## src/rtl/mem_arbiter.sv

```systemverilog
// -----------------------------------------------------------------------------
// mem_arbiter
//
// Shares a single-ported memory between an instruction-fetch port and a
// data load/store port. One access is in flight at a time; each access holds
// the memory for LATENCY cycles. When both ports want the memory in the same
// idle cycle, the port that was not granted most recently wins.
//
// Ports
//   clk        : clock, all state changes on the rising edge
//   rst        : asynchronous reset, active low
//   if_req     : fetch request, held until if_done
//   if_addr    : fetch address
//   if_rdata   : fetched word, registered, held until the next fetch completes
//   if_done    : one-cycle fetch completion pulse
//   d_req      : load/store request, held until d_done
//   d_we       : 1 = store, 0 = load
//   d_addr     : load/store address
//   d_wdata    : store data
//   d_rdata    : load result, registered, held until the next load completes
//   d_done     : one-cycle load/store completion pulse
//   mem_en     : memory access active
//   mem_we     : memory write strobe (final access cycle of a store only)
//   mem_addr   : memory address (latched at grant)
//   mem_wdata  : memory write data (latched at grant)
//   mem_rdata  : memory read data, valid in the final access cycle
//   stall      : pipeline hold, high while any request is still outstanding
// -----------------------------------------------------------------------------
module mem_arbiter #(
    parameter int LATENCY = 2,
    parameter int ADDR_W  = 32
) (
    input  logic              clk,
    input  logic              rst,
    input  logic              if_req,
    input  logic [ADDR_W-1:0] if_addr,
    output logic [31:0]       if_rdata,
    output logic              if_done,
    input  logic              d_req,
    input  logic              d_we,
    input  logic [ADDR_W-1:0] d_addr,
    input  logic [31:0]       d_wdata,
    output logic [31:0]       d_rdata,
    output logic              d_done,
    output logic              mem_en,
    output logic              mem_we,
    output logic [ADDR_W-1:0] mem_addr,
    output logic [31:0]       mem_wdata,
    input  logic [31:0]       mem_rdata,
    output logic              stall
);

    if (LATENCY < 1 || LATENCY > 15) begin : g_bad_latency
        $error("mem_arbiter: LATENCY must be in 1..15");
    end

    typedef enum logic [1:0] {
        S_IDLE    = 2'd0,
        S_BUSY_IF = 2'd1,
        S_BUSY_D  = 2'd2
    } state_t;

    localparam logic [3:0] LAT_M1   = 4'(LATENCY - 1);
    localparam logic       GRANT_IF = 1'b0;
    localparam logic       GRANT_D  = 1'b1;

    state_t              r_state;
    state_t              w_next_state;
    logic [3:0]          r_cnt;
    logic                r_last_grant;
    logic [ADDR_W-1:0]   r_addr;
    logic                r_we;
    logic [31:0]         r_wdata;
    logic [31:0]         r_if_rdata;
    logic [31:0]         r_d_rdata;
    logic                r_if_done;
    logic                r_d_done;

    logic                w_if_elig;
    logic                w_d_elig;
    logic                w_grant_if;
    logic                w_grant_d;
    logic                w_final;
    logic                w_mem_en;
    logic                w_mem_we;

    // A port whose done pulse is showing this cycle has just been served and
    // must not be re-granted on its still-high request.
    assign w_if_elig = if_req & ~r_if_done;
    assign w_d_elig  = d_req  & ~r_d_done;

    always_ff @(posedge clk or negedge rst) begin
        if (!rst) begin
            r_state <= S_IDLE;
        end else begin
            r_state <= w_next_state;
        end
    end

    always_comb begin
        w_next_state = r_state;
        w_grant_if   = 1'b0;
        w_grant_d    = 1'b0;
        w_final      = 1'b0;
        w_mem_en     = 1'b0;
        w_mem_we     = 1'b0;
        case (r_state)
            S_IDLE: begin
                // Under contention IF wins only if D was the last port served.
                if (w_if_elig && (!w_d_elig || r_last_grant == GRANT_D)) begin
                    w_grant_if   = 1'b1;
                    w_next_state = S_BUSY_IF;
                end else if (w_d_elig) begin
                    w_grant_d    = 1'b1;
                    w_next_state = S_BUSY_D;
                end
            end
            S_BUSY_IF: begin
                w_mem_en = 1'b1;
                if (r_cnt == 4'd0) begin
                    w_final      = 1'b1;
                    w_next_state = S_IDLE;
                end
            end
            S_BUSY_D: begin
                w_mem_en = 1'b1;
                if (r_cnt == 4'd0) begin
                    w_final      = 1'b1;
                    w_mem_we     = r_we;
                    w_next_state = S_IDLE;
                end
            end
            default: begin
                w_next_state = S_IDLE;
            end
        endcase
    end

    always_ff @(posedge clk or negedge rst) begin
        if (!rst) begin
            r_cnt        <= 4'd0;
            r_last_grant <= GRANT_D;
            r_addr       <= '0;
            r_we         <= 1'b0;
            r_wdata      <= 32'd0;
            r_if_rdata   <= 32'd0;
            r_d_rdata    <= 32'd0;
            r_if_done    <= 1'b0;
            r_d_done     <= 1'b0;
        end else begin
            r_if_done <= 1'b0;
            r_d_done  <= 1'b0;
            if (w_grant_if) begin
                r_addr       <= if_addr;
                r_we         <= 1'b0;
                r_cnt        <= LAT_M1;
                r_last_grant <= GRANT_IF;
            end else if (w_grant_d) begin
                r_addr       <= d_addr;
                r_we         <= d_we;
                r_wdata      <= d_wdata;
                r_cnt        <= LAT_M1;
                r_last_grant <= GRANT_D;
            end else if (w_mem_en) begin
                if (w_final) begin
                    if (r_state == S_BUSY_IF) begin
                        r_if_rdata <= mem_rdata;
                        r_if_done  <= 1'b1;
                    end else begin
                        // Stores leave the previous load result in place.
                        if (!r_we) begin
                            r_d_rdata <= mem_rdata;
                        end
                        r_d_done <= 1'b1;
                    end
                end else begin
                    r_cnt <= r_cnt - 4'd1;
                end
            end
        end
    end

    assign mem_en    = w_mem_en;
    assign mem_we    = w_mem_we;
    assign mem_addr  = r_addr;
    assign mem_wdata = r_wdata;
    assign if_rdata  = r_if_rdata;
    assign d_rdata   = r_d_rdata;
    assign if_done   = r_if_done;
    assign d_done    = r_d_done;
    assign stall     = (if_req & ~r_if_done) | (d_req & ~r_d_done);

endmodule

```

## config.mk

```make
export PLATFORM = sky130hd
export DESIGN_NAME = mem_arbiter
export DESIGN_NICKNAME = d
export VERILOG_FILES = /design/src/rtl/mem_arbiter.sv
export SDC_FILE = /design/constraint.sdc
export NUM_CORES = 1
export LEC_CHECK = 0
export BUFFER_PORTS_ARGS = -buffer_cell sky130_fd_sc_hd__buf_4
export CAP_MARGIN = 20
export CORE_MARGIN = 4
export CORE_UTILIZATION = 42
export DETAILED_ROUTE_END_ITERATION = 7
export PLACE_DENSITY_LB_ADDON = 0.05
export SLEW_MARGIN = 25
export SYNTH_ARGS = -nofsm -noshare
export SYNTH_HDL_FRONTEND = slang
export SYNTH_SLANG_ARGS = --single-unit
export TNS_END_PERCENT = 5
```

## constraint.sdc

```tcl
create_clock -name clk -period 1.92 [get_ports clk]
set_input_delay 0.384 -clock clk [delete_from_list [all_inputs] [get_ports clk]]
set_output_delay 0.384 -clock clk [all_outputs]
set_load 0.05 [all_outputs]
```

Word level (Yosys, flattened, before mapping):

Index checks and enable logic that the tools add are counted.

* add/subtract/negate cells: 1
* equal/unequal tests: 5
* multiplexer cells: 34
* bitwise gates (word level): 9
* reductions and logical operators: 13

Operators with widths (number)
* $mux W32: 2
* $mux W1: 24
* $mux W4: 4
* $mux W2: 3
* $ne A3 B3 Y1 const B: 2
* $not A1 Y1: 6
* $reduce_and A2 Y1: 3
* $reduce_and A6 Y1: 1
* $reduce_and A5 Y1: 1
* $logic_not A4 Y1: 1
* $pmux W2 S2: 1
* $sub A4 B1 Y4 const B: 1
* $reduce_bool A3 Y1: 1
* $and A1 B1 Y1: 2
* $eq A2 B1 Y1 const B: 1
* $eq A2 B2 Y1 const B: 1
* $logic_not A2 Y1: 1
* $ne A2 B1 Y1 const B: 1
* $reduce_bool A2 Y1: 1
* $reduce_or A2 Y1: 1
* $logic_and A1 B1 Y1: 1
* $logic_not A1 Y1: 1
* $logic_or A1 B1 Y1: 1
* $or A1 B1 Y1: 1

* flip-flop bits (word level): 138
* output and inout bits: 133

Longest topological paths before layout:

* depth after elaboration: 9
* depth in mapped cells: 7
* gate-level depth less buffers: 6

Worst setup path after synthesis:

Ideal clock, no wire load.

* kind: flip-flop to flip-flop
* start point: reg r_state[0]
* end point: reg r_d_rdata[21] (netlist: d_rdata[21])
* library setup time: 125 ps
* arrival time: 2054 ps
* data required time: 1795 ps
* setup slack: -259 ps
* cell stages (with the launch flop): 7
* path buffers: 1
* cells stage by stage: dfrtp_1 -> inv_1 -> ha_1 -> nand2_1 -> nor4_4 -> buf_6 -> mux2_2

* cells in the longest elaborated chain, start to end: 4

RTL lines
* start, declared: line 67 `state_t r_state;`
* start signal, assigned: line 96 `r_state <= w_next_state;`
* $eq A2 B1 Y1 or $eq A2 B2 Y1 (tied branches): line 107 `case (r_state)`
* $reduce_or A2 Y1 (no source line) *
* $mux W1 *: line 107
* named net mem_en: line 45 `output logic mem_en,`
* $reduce_and A6 Y1 (no source line) *
* end signal, assigned: line 172 `r_d_rdata <= mem_rdata;`
* end, declared: line 75 `logic [31:0] r_d_rdata;`

Mark *: on every way through the listed nets, which the timed path passes. The rest lies on a longest branch.
A chain may end at the register's enable or synchronous reset.

Final worst setup path:

* start point: reg r_cnt[1]
* end point: out mem_we

* cells in the longest elaborated chain, start to end: 3

RTL lines
* start, declared: line 69 `logic [3:0] r_cnt;`
* start signal, assigned: line 177 `r_cnt <= r_cnt - 4'd1;`
* $logic_not A4 Y1: line 127 `if (r_cnt == 4'd0) begin`
* $mux W1: line 127
* $mux W1: line 107
* end, declared: line 46 `output logic mem_we,`

Every way passes these cells.

==> results.json <==
{
  "yosysMostFrequentCell": "dfrtp_1",
  "tritoncts": "yes",
  "grt_overflow": 0,
  "p_leak_nw": 4.19,
  "fillerInstances": 1011,
  "cts.htree.levels": 4,
  "clk_path_buf_depth": 2,
  "p_int_mw": 9.29,
  "fp.dieArea_um2": 14900,
  "skew_ps": 6.45,
  "yosys.area_share.simple_pct": 4.51,
  "power.switching_mw": 8.07,
  "core.rowCount": 41,
  "first_pass_iters": 4,
  "setup_violations": 17,
  "netlist_top_cells_count": "dfrtp_1 (137), mux2_2 (93), nand2_1 (35), o21ai_0 (33), o22ai_1 (33)",
  "max_slew_margin_pct": 64.1,
  "seq_area_um2": 3460,
  "maxCapViolCount": 0,
  "period_needed_ps": 2050,
  "crit_arrival_ps": 1660,
  "synth-edff-count": 0,
  "avgViaCountPerCell": 4.81,
  "synth_cell_types": 35,
  "whs_ps": 196,
  "grt_antenna_before_repair": 0,
  "grt_pass1_wl_um": 22700,
  "grt_pass1_vias": 4475,
  "synthesis.area_um2": 5460,
  "synth_top_family_by_area": "multiplexers",
  "synth_top_area_share_pct": 62.8,
  "powerDensity_nw_per_um2": 2040,
  "start_kind": "flip-flop",
  "ys_seq_area_share_pct": 63.3,
  "critPathCaptureType": "output pin",
  "fmax_mhz": 489,
  "final_nets": 823,
  "grt_setup_unrepaired": "true",
  "cts_buffers": 17,
  "top_usage_layer": "met2",
  "synth_compound_area_share_pct": 8.22,
  "finalHoldViolCount": 0,
  "critical_path_class": "flip-flop to output pin",
  "synth_top_area_cell": "dfrtp_1",
  "timing.final.crit_share_pct": 107,
  "finalMaxSlewViolations": 0,
  "die_w_um": 122,
  "ant_nets": 0,
  "status": "finished, violations left",
  "sw_frac_of_total_pct": 46.5,
  "clock_latency_ps": 400,
  "hp-class": "input port to flip-flop",
  "path_clk_slew_ps": 50,
  "drc": 0,
  "vias": 4188,
  "track_usage_pct": 19.8,
  "met1_usage_pct": 21.9,
  "design_area_um2": 8520,
  "synth_warnings": 0,
  "routedWlPerCell_um": 16.8,
  "clock-sinks": 138,
  "fin_ws_ps": -127,
  "critPathRequiredTime_ps": 1540,
  "path_max_fanout": 2,
  "synth_nets": 537,
  "grt_max_degree": 67,
  "synth_cells": 400,
  "yosys-mux-area-fraction_pct": 19.8,
  "dp_hpwl_um": 10700,
  "drive_gt1_share_pct": 60.5,
  "initial_core_util_pct": 43.1,
  "synth_xor_area_share_pct": 0.481,
  "wirelength_um": 14600,
  "multi_input_area_um2": 1930,
  "core-area_um2": 12700,
  "pwr-share-comb_pct": 54.1,
  "asyncSetResetFlopFracSynth_pct": 100,
  "synth_flop_cell": "dfrtp_1",
  "root_buffer": "clkbuf_16",
  "seqPwrFrac_pct": 28.2,
  "dpl_cell_area_um2": 7810,
  "grtUsageMet2_pct": 34.4,
  "synthTopCellsByArea": "dfrtp_1 (63%), mux2_2 (19%), o22ai_1 (3.8%)",
  "syn-mean-instance-area_um2": 13.7,
  "num_antenna_cells": 0,
  "gp_congestion": 0.756,
  "drt_iter0_markers": 168,
  "tightest_slew_ps": 539,
  "synthAdderAreaFrac_pct": 0.916,
  "io_pins": 266,
  "area_growth_pct": 56.0,
  "use_met3_pct": 7.34,
  "power_mw": 17.4,
  "clkPwrFrac_pct": 17.7,
  "vdd_drop_max_mv": 1.18,
  "ys_ff_latch": 138,
  "dieHeight_um": 122,
  "fin_util_pct": 67.3,
  "violations": "negative setup slack",
  "portBuffers": 265
}
==> critical path, stage by stage, from the launching register on <==
cell and delay (ps):
dfrtp_1 370, inv_1 60, ha_2 170, nor3b_4 180, buf_4 140, and3_4 180, buf_8 140
==> through the flow <==
step           worst slack (ps)  std cells  TNS [ps]
6_report                   -127        871      -209
5_1_grt                    -199        871     -3170
4_1_cts                    -139        866      -139
3_5_place_dp               25.6        831         0
3_3_place_gp               66.1        831         0
2_1_floorplan              37.7        400         0
==> what timing repair did <==
item | in CTS | in global routing
hold buffers | 1 | 0
buffers inserted | 2 | 4
cloned | 0 | 2
gates resized for setup | 4 | 11
hold endpoints to repair | 45 | 0
endpoints found under the setup margin | 1 | 66
pin swaps | 2 | 2
==> power by group through the flow <==
stage / combinational, mW / sequential, mW / clock (mW)
after global placement: 9.23 / 4.88 / 0
after CTS: 9.39 / 4.91 / 3.16
final: 9.39 / 4.90 / 3.07
after global routing: 9.87 / 5.08 / 3.29
after floorplan: 2.10 / 9.08 / 0
after detailed placement: 9.34 / 4.94 / 0
==> layout by cell type, fill, tap and decap left out, drive strengths merged <==
cell type	instances
clkinv	4
buf	287
and3	1
nor2	6
nor4	1
xnor2	2
a22o	1
clkinvlp	2
mux2	96
ha	4
o21a	1
nand2b	1
nor3	2
xor2	1
and3b	1
nor3b	1
o211ai	1
nand2	35
o21ai	35
o211a	1
a2bb2oi	1
a211oi	2
nor2b	3
bufinv	2
dlygate4sd3	1
o22ai	33
inv	8
a21oi	1
dfrtp	137
dfstp	1
clkbuf	26
nand4	1
==> final cells by class <==
| cell class | count | share of cell area, % |
|---|---|---|
| Sequential cell | 138 | 40.6 |
| Clock inverter | 8 | 1.12 |
| Multi-Input combinational cell | 231 | 22.6 |
| Clock buffer | 24 | 5.42 |
| Tap cell | 172 | 2.53 |
| Inverter | 8 | 0.352 |
| Timing Repair Buffer | 290 | 27.4 |
==> final timing paths <==
check	from	endpoint	depth (start not counted)	slack, ps
setup / recovery	r_cnt[1]	mem_we	6	-130
hold / removal	d_we	r_we	2	200
setup reg to reg	r_cnt[1]	d_rdata[23]	8	-20
hold reg to reg	mem_addr[27]	mem_addr[27]	2	480
max in group asynchronous	rst	if_rdata[29]	3	770
min in group asynchronous	rst	if_rdata[5]	2	490
==> flip-flops by register name, indices dropped and copies added (netlist names) <==
name and flops:
r_we 1, if_rdata 32, r_state 2, mem_addr 32
r_cnt 4, d_rdata 32, mem_wdata 32, d_done 1
if_done 1, r_last_grant 1
==> logic make-up (layout without fill, tap and decap cells) <==
| group | Yosys count | in the layout |
|---|---|---|
| XOR/XNOR | 3 | 3 |
| AO/OA/AOI/OAI | 76 | 76 |
| multiplexers | 96 | 96 |
| flip-flops | 138 | 138 |
| buffers and inverters | 31 | 330 |
| AND/OR/NAND/NOR | 52 | 52 |
| adder cells (fa/ha/maj) | 4 | 4 |
==> metal layers <==
metal	routed length [µm]	up-vias	share of wire [%]
met5	0	-	0
met4	276	0	1.9
li1	-	1994	-
met2	7640	163	52
met3	1400	22	9.5
met1	5320	2009	36
No activity file was read; power rests on OpenSTA's default activity.
